## src/rtl/user_key_ctrl_pkg.sv

```systemverilog
// user_key_pkg: shared types and helpers for the user key controller.
// Holds the default word width, the controller state enum and the
// mix/rotate helper functions used by the datapath.
package user_key_pkg;

   localparam int USER_KEY_DATA_W    = 32;
   localparam int USER_KEY_MAX_WORDS = 16;

   typedef enum logic [1:0] {
      EMPTY = 2'd0,
      ARMED = 2'd1,
      DRAIN = 2'd2
   } state_e;

   // Mix one data word with the key.
   function automatic logic [USER_KEY_DATA_W-1:0] key_mix(
      input logic [USER_KEY_DATA_W-1:0] data,
      input logic [USER_KEY_DATA_W-1:0] key
   );
      return data ^ key;
   endfunction

   // Rotate a key word left by one bit.
   function automatic logic [USER_KEY_DATA_W-1:0] rotl1(
      input logic [USER_KEY_DATA_W-1:0] key
   );
      return {key[USER_KEY_DATA_W-2:0], key[USER_KEY_DATA_W-1]};
   endfunction

endpackage

```

## src/rtl/user_key_ctrl_if.sv

```systemverilog
// user_key_ctrl_if: key control plus data stream handshake bundle.
// master = the side driving key/data (producer, downstream ready);
// slave  = the user_key_ctrl block itself.
interface user_key_ctrl_if #(
   parameter int DATA_W    = 32,
   parameter int MAX_WORDS = 16
);
   localparam int CNT_W = $clog2(MAX_WORDS + 1);

   logic [DATA_W-1:0] key_in;
   logic              key_load;
   logic              key_clear;
   logic [DATA_W-1:0] in_data;
   logic              in_valid;
   logic              in_ready;
   logic [DATA_W-1:0] out_data;
   logic              out_valid;
   logic              out_ready;
   logic              key_armed;
   logic [CNT_W-1:0]  words_left;
   logic              err_no_key;

   modport master (
      output key_in, key_load, key_clear, in_data, in_valid, out_ready,
      input  in_ready, out_data, out_valid, key_armed, words_left, err_no_key
   );

   modport slave (
      input  key_in, key_load, key_clear, in_data, in_valid, out_ready,
      output in_ready, out_data, out_valid, key_armed, words_left, err_no_key
   );

endinterface

```

## src/rtl/user_key_ctrl_key_mix_stage.sv

```systemverilog
// key_mix_stage: single output register with valid/ready handshake.
// The key mix is applied on the input side, so out_data holds the
// already-mixed word and stays stable while back-pressured.
module key_mix_stage
   import user_key_pkg::*;
#(
   parameter int DATA_W = USER_KEY_DATA_W
)(
   input  logic              clk,
   input  logic              rst,
   input  logic              accept,
   input  logic [DATA_W-1:0] in_data,
   input  logic [DATA_W-1:0] key,
   input  logic              out_ready,
   output logic [DATA_W-1:0] out_data,
   output logic              out_valid
);

   logic [DATA_W-1:0] mixed_s;
   logic [DATA_W-1:0] out_data_r;
   logic              out_valid_r;

   // Mix the incoming word with the key that is current this cycle.
   always_comb begin
      mixed_s = key_mix(in_data, key);
   end

   // Output register: load on accept, drop valid on a bare consume, else hold.
   always_ff @(posedge clk) begin
      if (rst) begin
         out_data_r  <= {DATA_W{1'b0}};
         out_valid_r <= 1'b0;
      end else if (accept) begin
         out_data_r  <= mixed_s;
         out_valid_r <= 1'b1;
      end else if (out_ready) begin
         out_data_r  <= out_data_r;
         out_valid_r <= 1'b0;
      end else begin
         out_data_r  <= out_data_r;
         out_valid_r <= out_valid_r;
      end
   end

   assign out_data  = out_data_r;
   assign out_valid = out_valid_r;

endmodule

```

## src/rtl/user_key_ctrl.sv

```systemverilog
// user_key_ctrl: key-lifetime manager and sequencer for the key-mixing
// datapath. Holds a user key, counts its remaining uses, and mixes each
// accepted word into a registered output stage (key_mix_stage).
// Optional build macro USER_KEY_ROTATE_EN: rotate the key left by one bit
// after every accepted word (a key_load in the same cycle takes priority).
// The package helpers are sized by USER_KEY_DATA_W, so DATA_W is expected
// to stay at that width.
module user_key_ctrl
   import user_key_pkg::*;
#(
   parameter int DATA_W    = USER_KEY_DATA_W,
   parameter int MAX_WORDS = USER_KEY_MAX_WORDS
)(
   input  logic           clk,
   input  logic           rst,
   user_key_ctrl_if.slave bus
);

   localparam int CNT_W = $clog2(MAX_WORDS + 1);
   localparam logic [CNT_W-1:0] CNT_MAX = CNT_W'(MAX_WORDS);
   localparam logic [CNT_W-1:0] CNT_ONE = {{(CNT_W-1){1'b0}}, 1'b1};

   state_e            state_r;
   state_e            state_s;
   logic [DATA_W-1:0] key_r;
   logic [DATA_W-1:0] key_s;
   logic [CNT_W-1:0]  words_left_r;
   logic [CNT_W-1:0]  words_left_s;
   logic              err_r;
   logic              in_ready_s;
   logic              accept_s;
   logic              last_word_s;
   logic [DATA_W-1:0] out_data_s;
   logic              out_valid_s;

   // Input handshake: take a word only when armed, not clearing, and the
   // output register is empty or being drained this cycle.
   always_comb begin
      in_ready_s = 1'b0;
      if ((state_r == ARMED) && !bus.key_clear && (!out_valid_s || bus.out_ready)) begin
         in_ready_s = 1'b1;
      end else begin
         in_ready_s = 1'b0;
      end
      accept_s    = bus.in_valid & in_ready_s;
      last_word_s = accept_s & (words_left_r == CNT_ONE);
   end

   // Next-state logic; clear beats load, and a reload beats expiry.
   always_comb begin
      state_s = state_r;
      case (state_r)
         EMPTY: begin
            if (bus.key_load && !bus.key_clear) begin
               state_s = ARMED;
            end else begin
               state_s = EMPTY;
            end
         end
         ARMED: begin
            if (bus.key_clear) begin
               state_s = DRAIN;
            end else if (bus.key_load) begin
               state_s = ARMED;
            end else if (last_word_s) begin
               state_s = DRAIN;
            end else begin
               state_s = ARMED;
            end
         end
         DRAIN: begin
            if (bus.key_load && !bus.key_clear) begin
               state_s = ARMED;
            end else if (!out_valid_s || bus.out_ready) begin
               state_s = EMPTY;
            end else begin
               state_s = DRAIN;
            end
         end
         default: begin
            state_s = EMPTY;
         end
      endcase
   end

   // Key and use-counter update; an accepted word always sees the old key.
   always_comb begin
      key_s        = key_r;
      words_left_s = words_left_r;
      if (bus.key_clear) begin
         key_s        = {DATA_W{1'b0}};
         words_left_s = {CNT_W{1'b0}};
      end else if (bus.key_load) begin
         key_s        = bus.key_in;
         words_left_s = CNT_MAX;
      end else if (accept_s) begin
`ifdef USER_KEY_ROTATE_EN
         key_s        = rotl1(key_r);
`else
         key_s        = key_r;
`endif
         words_left_s = words_left_r - CNT_ONE;
      end else begin
         key_s        = key_r;
         words_left_s = words_left_r;
      end
   end

   // Control registers and the registered no-key error pulse.
   always_ff @(posedge clk) begin
      if (rst) begin
         state_r      <= EMPTY;
         key_r        <= {DATA_W{1'b0}};
         words_left_r <= {CNT_W{1'b0}};
         err_r        <= 1'b0;
      end else begin
         state_r      <= state_s;
         key_r        <= key_s;
         words_left_r <= words_left_s;
         err_r        <= bus.in_valid & (state_r != ARMED);
      end
   end

   key_mix_stage #(
      .DATA_W (DATA_W)
   ) u_mix_stage (
      .clk       (clk),
      .rst       (rst),
      .accept    (accept_s),
      .in_data   (bus.in_data),
      .key       (key_r),
      .out_ready (bus.out_ready),
      .out_data  (out_data_s),
      .out_valid (out_valid_s)
   );

   assign bus.in_ready   = in_ready_s;
   assign bus.out_data   = out_data_s;
   assign bus.out_valid  = out_valid_s;
   assign bus.key_armed  = (state_r == ARMED);
   assign bus.words_left = words_left_r;
   assign bus.err_no_key = err_r;

endmodule

```

## src/flat_wrapper.sv

```systemverilog
// flat-port wrapper written by rule: the top's interface ports become plain ports
module user_key_ctrl_flat import user_key_pkg::*;
#(
   parameter int DATA_W    = USER_KEY_DATA_W,
   parameter int MAX_WORDS = USER_KEY_MAX_WORDS
)
  (clk, rst, bus_key_in, bus_key_load, bus_key_clear, bus_in_data, bus_in_valid, bus_out_ready, bus_in_ready, bus_out_data, bus_out_valid, bus_key_armed, bus_words_left, bus_err_no_key);
  user_key_ctrl_if #(.DATA_W(DATA_W), .MAX_WORDS(MAX_WORDS)) bus_i ();
  input  logic clk;
  input  logic rst;
  input wire logic [$bits(bus_i.key_in)-1:0] bus_key_in;
  input wire logic [$bits(bus_i.key_load)-1:0] bus_key_load;
  input wire logic [$bits(bus_i.key_clear)-1:0] bus_key_clear;
  input wire logic [$bits(bus_i.in_data)-1:0] bus_in_data;
  input wire logic [$bits(bus_i.in_valid)-1:0] bus_in_valid;
  input wire logic [$bits(bus_i.out_ready)-1:0] bus_out_ready;
  output wire logic [$bits(bus_i.in_ready)-1:0] bus_in_ready;
  output wire logic [$bits(bus_i.out_data)-1:0] bus_out_data;
  output wire logic [$bits(bus_i.out_valid)-1:0] bus_out_valid;
  output wire logic [$bits(bus_i.key_armed)-1:0] bus_key_armed;
  output wire logic [$bits(bus_i.words_left)-1:0] bus_words_left;
  output wire logic [$bits(bus_i.err_no_key)-1:0] bus_err_no_key;
  assign bus_i.key_in = bus_key_in;
  assign bus_i.key_load = bus_key_load;
  assign bus_i.key_clear = bus_key_clear;
  assign bus_i.in_data = bus_in_data;
  assign bus_i.in_valid = bus_in_valid;
  assign bus_i.out_ready = bus_out_ready;
  assign bus_in_ready = bus_i.in_ready;
  assign bus_out_data = bus_i.out_data;
  assign bus_out_valid = bus_i.out_valid;
  assign bus_key_armed = bus_i.key_armed;
  assign bus_words_left = bus_i.words_left;
  assign bus_err_no_key = bus_i.err_no_key;
  user_key_ctrl #(.DATA_W(DATA_W), .MAX_WORDS(MAX_WORDS)) u_core (.clk(clk), .rst(rst), .bus(bus_i));
endmodule
```

## config.mk

```make
export PLATFORM = sky130hd
export DESIGN_NAME = user_key_ctrl_flat
export DESIGN_NICKNAME = d
export VERILOG_FILES = /design/src/rtl/user_key_ctrl_pkg.sv /design/src/rtl/user_key_ctrl_if.sv /design/src/rtl/user_key_ctrl_key_mix_stage.sv /design/src/rtl/user_key_ctrl.sv /design/src/flat_wrapper.sv
export SDC_FILE = /design/constraint.sdc
export NUM_CORES = 1
export LEC_CHECK = 0
export CELL_PAD_IN_SITES_DETAIL_PLACEMENT = 1
export CELL_PAD_IN_SITES_GLOBAL_PLACEMENT = 2
export CORE_MARGIN = 4
export CORE_UTILIZATION = 30
export CTS_BUF_LIST = sky130_fd_sc_hd__clkbuf_4 sky130_fd_sc_hd__clkbuf_8
export DETAILED_ROUTE_END_ITERATION = 10
export PLACE_DENSITY_LB_ADDON = 0.1
export SLEW_MARGIN = 0
export SYNTH_ARGS = -nofsm -noshare
export SYNTH_HDL_FRONTEND = slang
export SYNTH_SLANG_ARGS = --single-unit
export TNS_END_PERCENT = 1
```

## constraint.sdc

```tcl
create_clock -name clk -period 2.7 [get_ports clk]
set_input_delay 0.81 -clock clk [delete_from_list [all_inputs] [get_ports clk]]
set_output_delay 0.81 -clock clk [all_outputs]
set_load 0.03 [all_outputs]
```

Yosys cells after proc, flatten, opt, wreduce, memory -nomap -nowiden
Cells that the tools add are included.
Operators by class
  multiplexer cells: 12
  reductions and logical operators: 11
  bitwise logic cells: 4
  equality and inequality tests: 4
  add/sub/neg operators: 1
Operators by type and width (number)
  $xor 32x32->32: 1
  $mux 2: 5
  $mux 5: 2
  $pmux 2 s3: 1
  $eq 5x1->1 const B: 1
  $sub 5x1->5 const B: 1
  $mux 1: 4
  $reduce_bool 2->1: 2
  $and 1x1->1: 3
  $logic_and 1x1->1: 3
  $reduce_or 3->1: 1
  $eq 2x1->1 const B: 1
  $eq 2x2->1 const B: 1
  $logic_not 1->1: 2
  $logic_not 2->1: 1
  $ne 2x1->1 const B: 1
  $reduce_or 2->1: 1
  $logic_or 1x1->1: 1
Storage, ports and cells
  logic and storage cells: 39
  input bits: 70
  output and inout bits: 41
  flip-flop bits (word level): 73

Logic depth before layout (Yosys ltp)
  word-level depth: 10
  gate-level depth with buffers: 6
  depth with buffers taken out: 5

Modules after synthesis
From an unflattened synthesis, not the netlist that was laid out.
Unflattened totals
  cell total of the unflattened synthesis: 301
  area, all modules: 3101.7 um^2
Modules (own cells, without submodules)
  user_key_ctrl: sequential area each 800.8 um^2, cells an instance 158, times used 1, area an instance 1600.3 um^2
  key_mix_stage: sequential area each 660.6 um^2, cells an instance 143, times used 1, area an instance 1501.4 um^2

Worst setup path before layout
OpenSTA, ideal clock, no wires.
  path type: input-to-output
  from: input bus_out_ready
  to: output bus_in_ready
  cell stages on the path: 4
  path slack: 188 ps
  required time: 1890 ps
  buffers on the path: 1
  data arrival time: 1702 ps
  cells stage by stage: nand2b_1 -> clkbuf_1 -> nand2_1 -> nor2_1
On the way
  word-level cells in the longest chain between the ends: 3
Ends and longest elaborated chain
  start, declared: RTL line flat_wrapper.sv:16  | input wire logic [$bits(bus_i.out_ready)-1:0] bus_out_ready;
  $logic_or 1x1->1: RTL line user_key_ctrl.sv:40  | if ((state_r == ARMED) && !bus.key_clear && (!out_valid_s || bus.out_ready)) begin
  $logic_and 1x1->1: RTL line user_key_ctrl.sv:40
  $mux 1: RTL line user_key_ctrl.sv:40
  end, declared: RTL line flat_wrapper.sv:17  | output wire logic [$bits(bus_i.in_ready)-1:0] bus_in_ready;
No other way between the ends.

Final worst setup path
Same ends and word-level chain as after synthesis.

==> summary.txt <==
GLOBAL ROUTE
--------------------------------------------------------------------------------------------------------
GRT Residual Overflow .....................................................................            0
Antenna violations before repair ..........................................................            0
Global-route wire length before repair ....................................................    14,000 um
Largest net degree at the start of global routing .........................................           40
Vias in the first global route ............................................................        2,691
All-layer global routing usage ............................................................        15.2%

SETUP PATH
--------------------------------------------------------------------------------------------------------
Startpoint types .......................................................................... primary input
Worst path slowest cell ................................................................... sky130_fd_sc_hd__clkdlybuf4s50_1
Endpoint required time on the critical path ...............................................      1.89 ns
Sequence of cells on the critical path .................................................... clkdlybuf4s50_1, nand2b_1, nand2_1, nor2_1, buf_4
Crit path max fanout ......................................................................            2
Largest stage delay on the critical path ..................................................      0.48 ns
Reg2reg path depth ........................................................................            5
Critical path type ........................................................................ primary input to output port
Worst Setup End Kind ......................................................................  output port
Arrival time worst endpoint ...............................................................      1.73 ns

PLACED DESIGN
--------------------------------------------------------------------------------------------------------
Port Buf Inserts ..........................................................................          110
Cell count after placement ................................................................          535
Post-detailed-placement half-perimeter wirelength .........................................      6230 um
Last weighted congestion value of the routability-driven placer ...........................        0.747

CLOCK TREE
--------------------------------------------------------------------------------------------------------
Post-CTS setup buffer count ...............................................................            0
Root Driver ............................................................................... sky130_fd_sc_hd__clkbuf_8
Insertion delay of the later-clocked pin in the worst-skew pair ...........................      0.35 ns
TritonCTS clock tree ......................................................................        built
Total clock buffers created by CTS ........................................................            9
Post-CTS clock slew at the launch and capture registers of the worst setup and hold paths .      0.07 ns
Hold buffer count at cts ..................................................................            0
Number of buffers on the longest clock path ...............................................            2
Number of sinks on the clock net ..........................................................           73
CTS HTree Levels ..........................................................................            3
Post-cts resize count .....................................................................            0

SYNTHESIS
--------------------------------------------------------------------------------------------------------
Multiplexer area fraction after synthesis .................................................        10.6%
Leading cell type by number of instances after synthesis .................................. sky130_fd_sc_hd__dfxtp_1
Number of synthesized flops with an enable pin ............................................            0
Basic-gate share of the synthesized area counting and, or, nand and nor cells .............        10.6%
Synthesized cell area .....................................................................  0.00312 mm2
Number of standard cells after synthesis ..................................................          306
Nets in the synthesized netlist ...........................................................          378
Post-synth cell types .....................................................................           36
Synth Area in Compound Gates ..............................................................        17.5%
Fraction of synthesized cell area in xor and xnor cells ...................................        8.98%
Post-synth top cells ...................................................................... sky130_fd_sc_hd__dfxtp_1, sky130_fd_sc_hd__a21oi_1, sky130_fd_sc_hd__nor2_1
Adder-cell area share of the yosys netlist ................................................       0.802%
Cell type contributing the most total cell area after synthesis ........................... sky130_fd_sc_hd__dfxtp_1
YS warnings ...............................................................................            0
Number of flip-flops and latches in the synthesized netlist ...............................           73
Combinational family with the most area after synthesis ................................... compound AO/OA/AOI/OAI gates
Share of flip-flops with an asynchronous set or reset .....................................           0%
Share of synthesized area occupied by flip-flops and latches ..............................        46.8%
Leading register cell type out of synthesis ............................................... sky130_fd_sc_hd__dfxtp_1
Area share of the largest cell type after synthesis .......................................        46.8%
Average footprint of a synthesized cell ...................................................     10.2 um2
Largest cells by area after synthesis ..................................................... sky130_fd_sc_hd__dfxtp_1, sky130_fd_sc_hd__mux2i_1, sky130_fd_sc_hd__xnor2_1

FLOW RUN
--------------------------------------------------------------------------------------------------------
Number of max-cap violations ..............................................................            0

DIE
--------------------------------------------------------------------------------------------------------
Core Region ...............................................................................  0.00995 mm2
Initial cell density of the core ..........................................................        31.4%
Site Rows .................................................................................           36
Die area ..................................................................................   0.0121 mm2
Boundary Pins .............................................................................          111
DIE WIDTH .................................................................................       110 um
Vertical extent of the die ................................................................       110 um

ROUTING
--------------------------------------------------------------------------------------------------------
Remaining design rule violation count .....................................................            0
Total wire length .........................................................................      9100 um
Wire length per cell ......................................................................      16.5 um
Number of violations reported at the end of detailed-routing iteration 0 ..................           82
First-pass detailed-route iteration total .................................................            4
Vias post-DR ..............................................................................        2,611
Ratio of routed vias to standard cells ....................................................         4.75
Antenna-violating nets left ...............................................................            0

TIMING
--------------------------------------------------------------------------------------------------------
Setup Skew ................................................................................    0.0149 ns
RSZ-0062 raised after global routing ......................................................           no
Period minus WS final .....................................................................      2.54 ns
Number of failing setup endpoints in the final timing report ..............................            0
Period utilisation layout .................................................................        94.3%
Max-Slew Margin vs Limit ..................................................................        52.9%
Final count of pins violating max slew ....................................................            0
FMAX ......................................................................................      393 MHz
Final hold violation count ................................................................            0
Worst Max-Slew Pin Slew ...................................................................     0.707 ns
Aggregate negative setup slack ............................................................         0 ns
Worst-case hold slack .....................................................................     0.522 ns

POWER
--------------------------------------------------------------------------------------------------------
Max rail drop VDD .........................................................................     0.246 mV
Total design power ........................................................................      2.44 mW
Static leakage power ......................................................................      1.61 nW
Power per cell area .......................................................................   534 mW/mm2

FINAL LAYOUT
--------------------------------------------------------------------------------------------------------
Number of non-filler instances in the completed layout ....................................          550
Footprint of the multi-input gates ........................................................  0.00152 mm2
Register area .............................................................................  0.00146 mm2
Share of final-layout standard cells stronger than drive strength 1 .......................        12.0%
Layout net count ..........................................................................          485
Final-layout fill cell count ..............................................................        1,121
Number of inserted diodes .................................................................            0
Area delta synth->final ...................................................................        46.5%

RUN STATUS
--------------------------------------------------------------------------------------------------------
Outcome ...................................................................................    completed

WORST HOLD PATH
--------------------------------------------------------------------------------------------------------
Class of the most critical hold timing path ............................................... flop to flop
Count of cells along the worst hold path ..................................................            2

==> stage by stage <==
step	util, %	instance area (um2)	setup slack, ns
3_5_place_dp	43.8	4360	0.157
6_report	46.0	4570	0.155
4_1_cts	46.0	4570	0.150
2_1_floorplan	-	3120	0.188
3_3_place_gp	43.8	4360	0.183
5_1_grt	46.0	4570	0.0773
==> power by group <==
| group | internal (mW) | switching, mW |
|---|---|---|
| Clock | 0.541 | 0.421 |
| Sequential | 1.11 | 0.0210 |
| Combinational | 0.195 | 0.158 |
==> kinds of logic after synthesis <==
logic type      count (synthesis)
compound gates                 75
xor+xnor                       32
fa+ha+maj                       2
buf+inv                        29
flops                          73
mux                            33
simple gates                   62
==> critical path, delay by kind of cell <==
kind	cells	cell delay (ns)
buf+inv	2	0.65
simple gates	3	0.28
==> area by class of cell <==
cell class / instances / share of cell area (%)
Clock buffer: 10 / 3.01
Clock inverter: 5 / 1.72
Inverter: 4 / 0.328
Multi-Input combinational cell: 204 / 33.2
Sequential cell: 73 / 31.9
Tap cell: 133 / 3.64
Timing Repair Buffer: 121 / 26.1
==> per-layer routing <==
layer  vias to the layer above  global-route usage [%]  wire length [um]
li1                       1292                       -                 -
met4                         0                    5.34               110
met5                         -                       0                 0
met3                        10                    4.37               652
met2                        73                    25.0              4300
met1                      1236                    18.9              4040
==> sequential cells by signal, indices dropped and copies added, names as in the netlist <==
| register | cells |
|---|---|
| u_core.bus.err_no_key | 1 |
| u_core.bus.words_left | 5 |
| u_core.key_r | 32 |
| u_core.state_r | 2 |
| u_core.u_mix_stage.out_data | 32 |
| u_core.u_mix_stage.out_valid | 1 |
==> placed cells by master, fill, tap and decap left out, types with 3 or more instances in the layout <==
| cell type | Yosys | final |
|---|---|---|
| sky130_fd_sc_hd__inv_1 | 4 | 4 |
| sky130_fd_sc_hd__xnor2_1 | 32 | 32 |
| sky130_fd_sc_hd__nand2_1 | 4 | 4 |
| sky130_fd_sc_hd__nor2_1 | 35 | 35 |
| sky130_fd_sc_hd__clkdlybuf4s50_1 | 0 | 107 |
| sky130_fd_sc_hd__a21oi_1 | 37 | 37 |
| sky130_fd_sc_hd__buf_4 | 1 | 10 |
| sky130_fd_sc_hd__dfxtp_1 | 73 | 73 |
| sky130_fd_sc_hd__clkbuf_8 | 0 | 10 |
| sky130_fd_sc_hd__nor3b_1 | 3 | 3 |
| sky130_fd_sc_hd__mux2i_1 | 33 | 33 |
| sky130_fd_sc_hd__a211oi_2 | 16 | 16 |
| sky130_fd_sc_hd__a211oi_1 | 17 | 17 |
==> path summary, 6_finish.rpt <==
kind | startpoint | end | slack [ns]
max | bus_out_ready | bus_in_ready | 0.16
min | u_core.key_r[0] | u_core.key_r[0] | 0.52
max reg2reg | u_core.bus.words_left[0] | u_core.bus.words_left[4] | 1.25
min reg2reg | u_core.key_r[0] | u_core.key_r[0] | 0.52
Power figures use the tool's default switching activity.
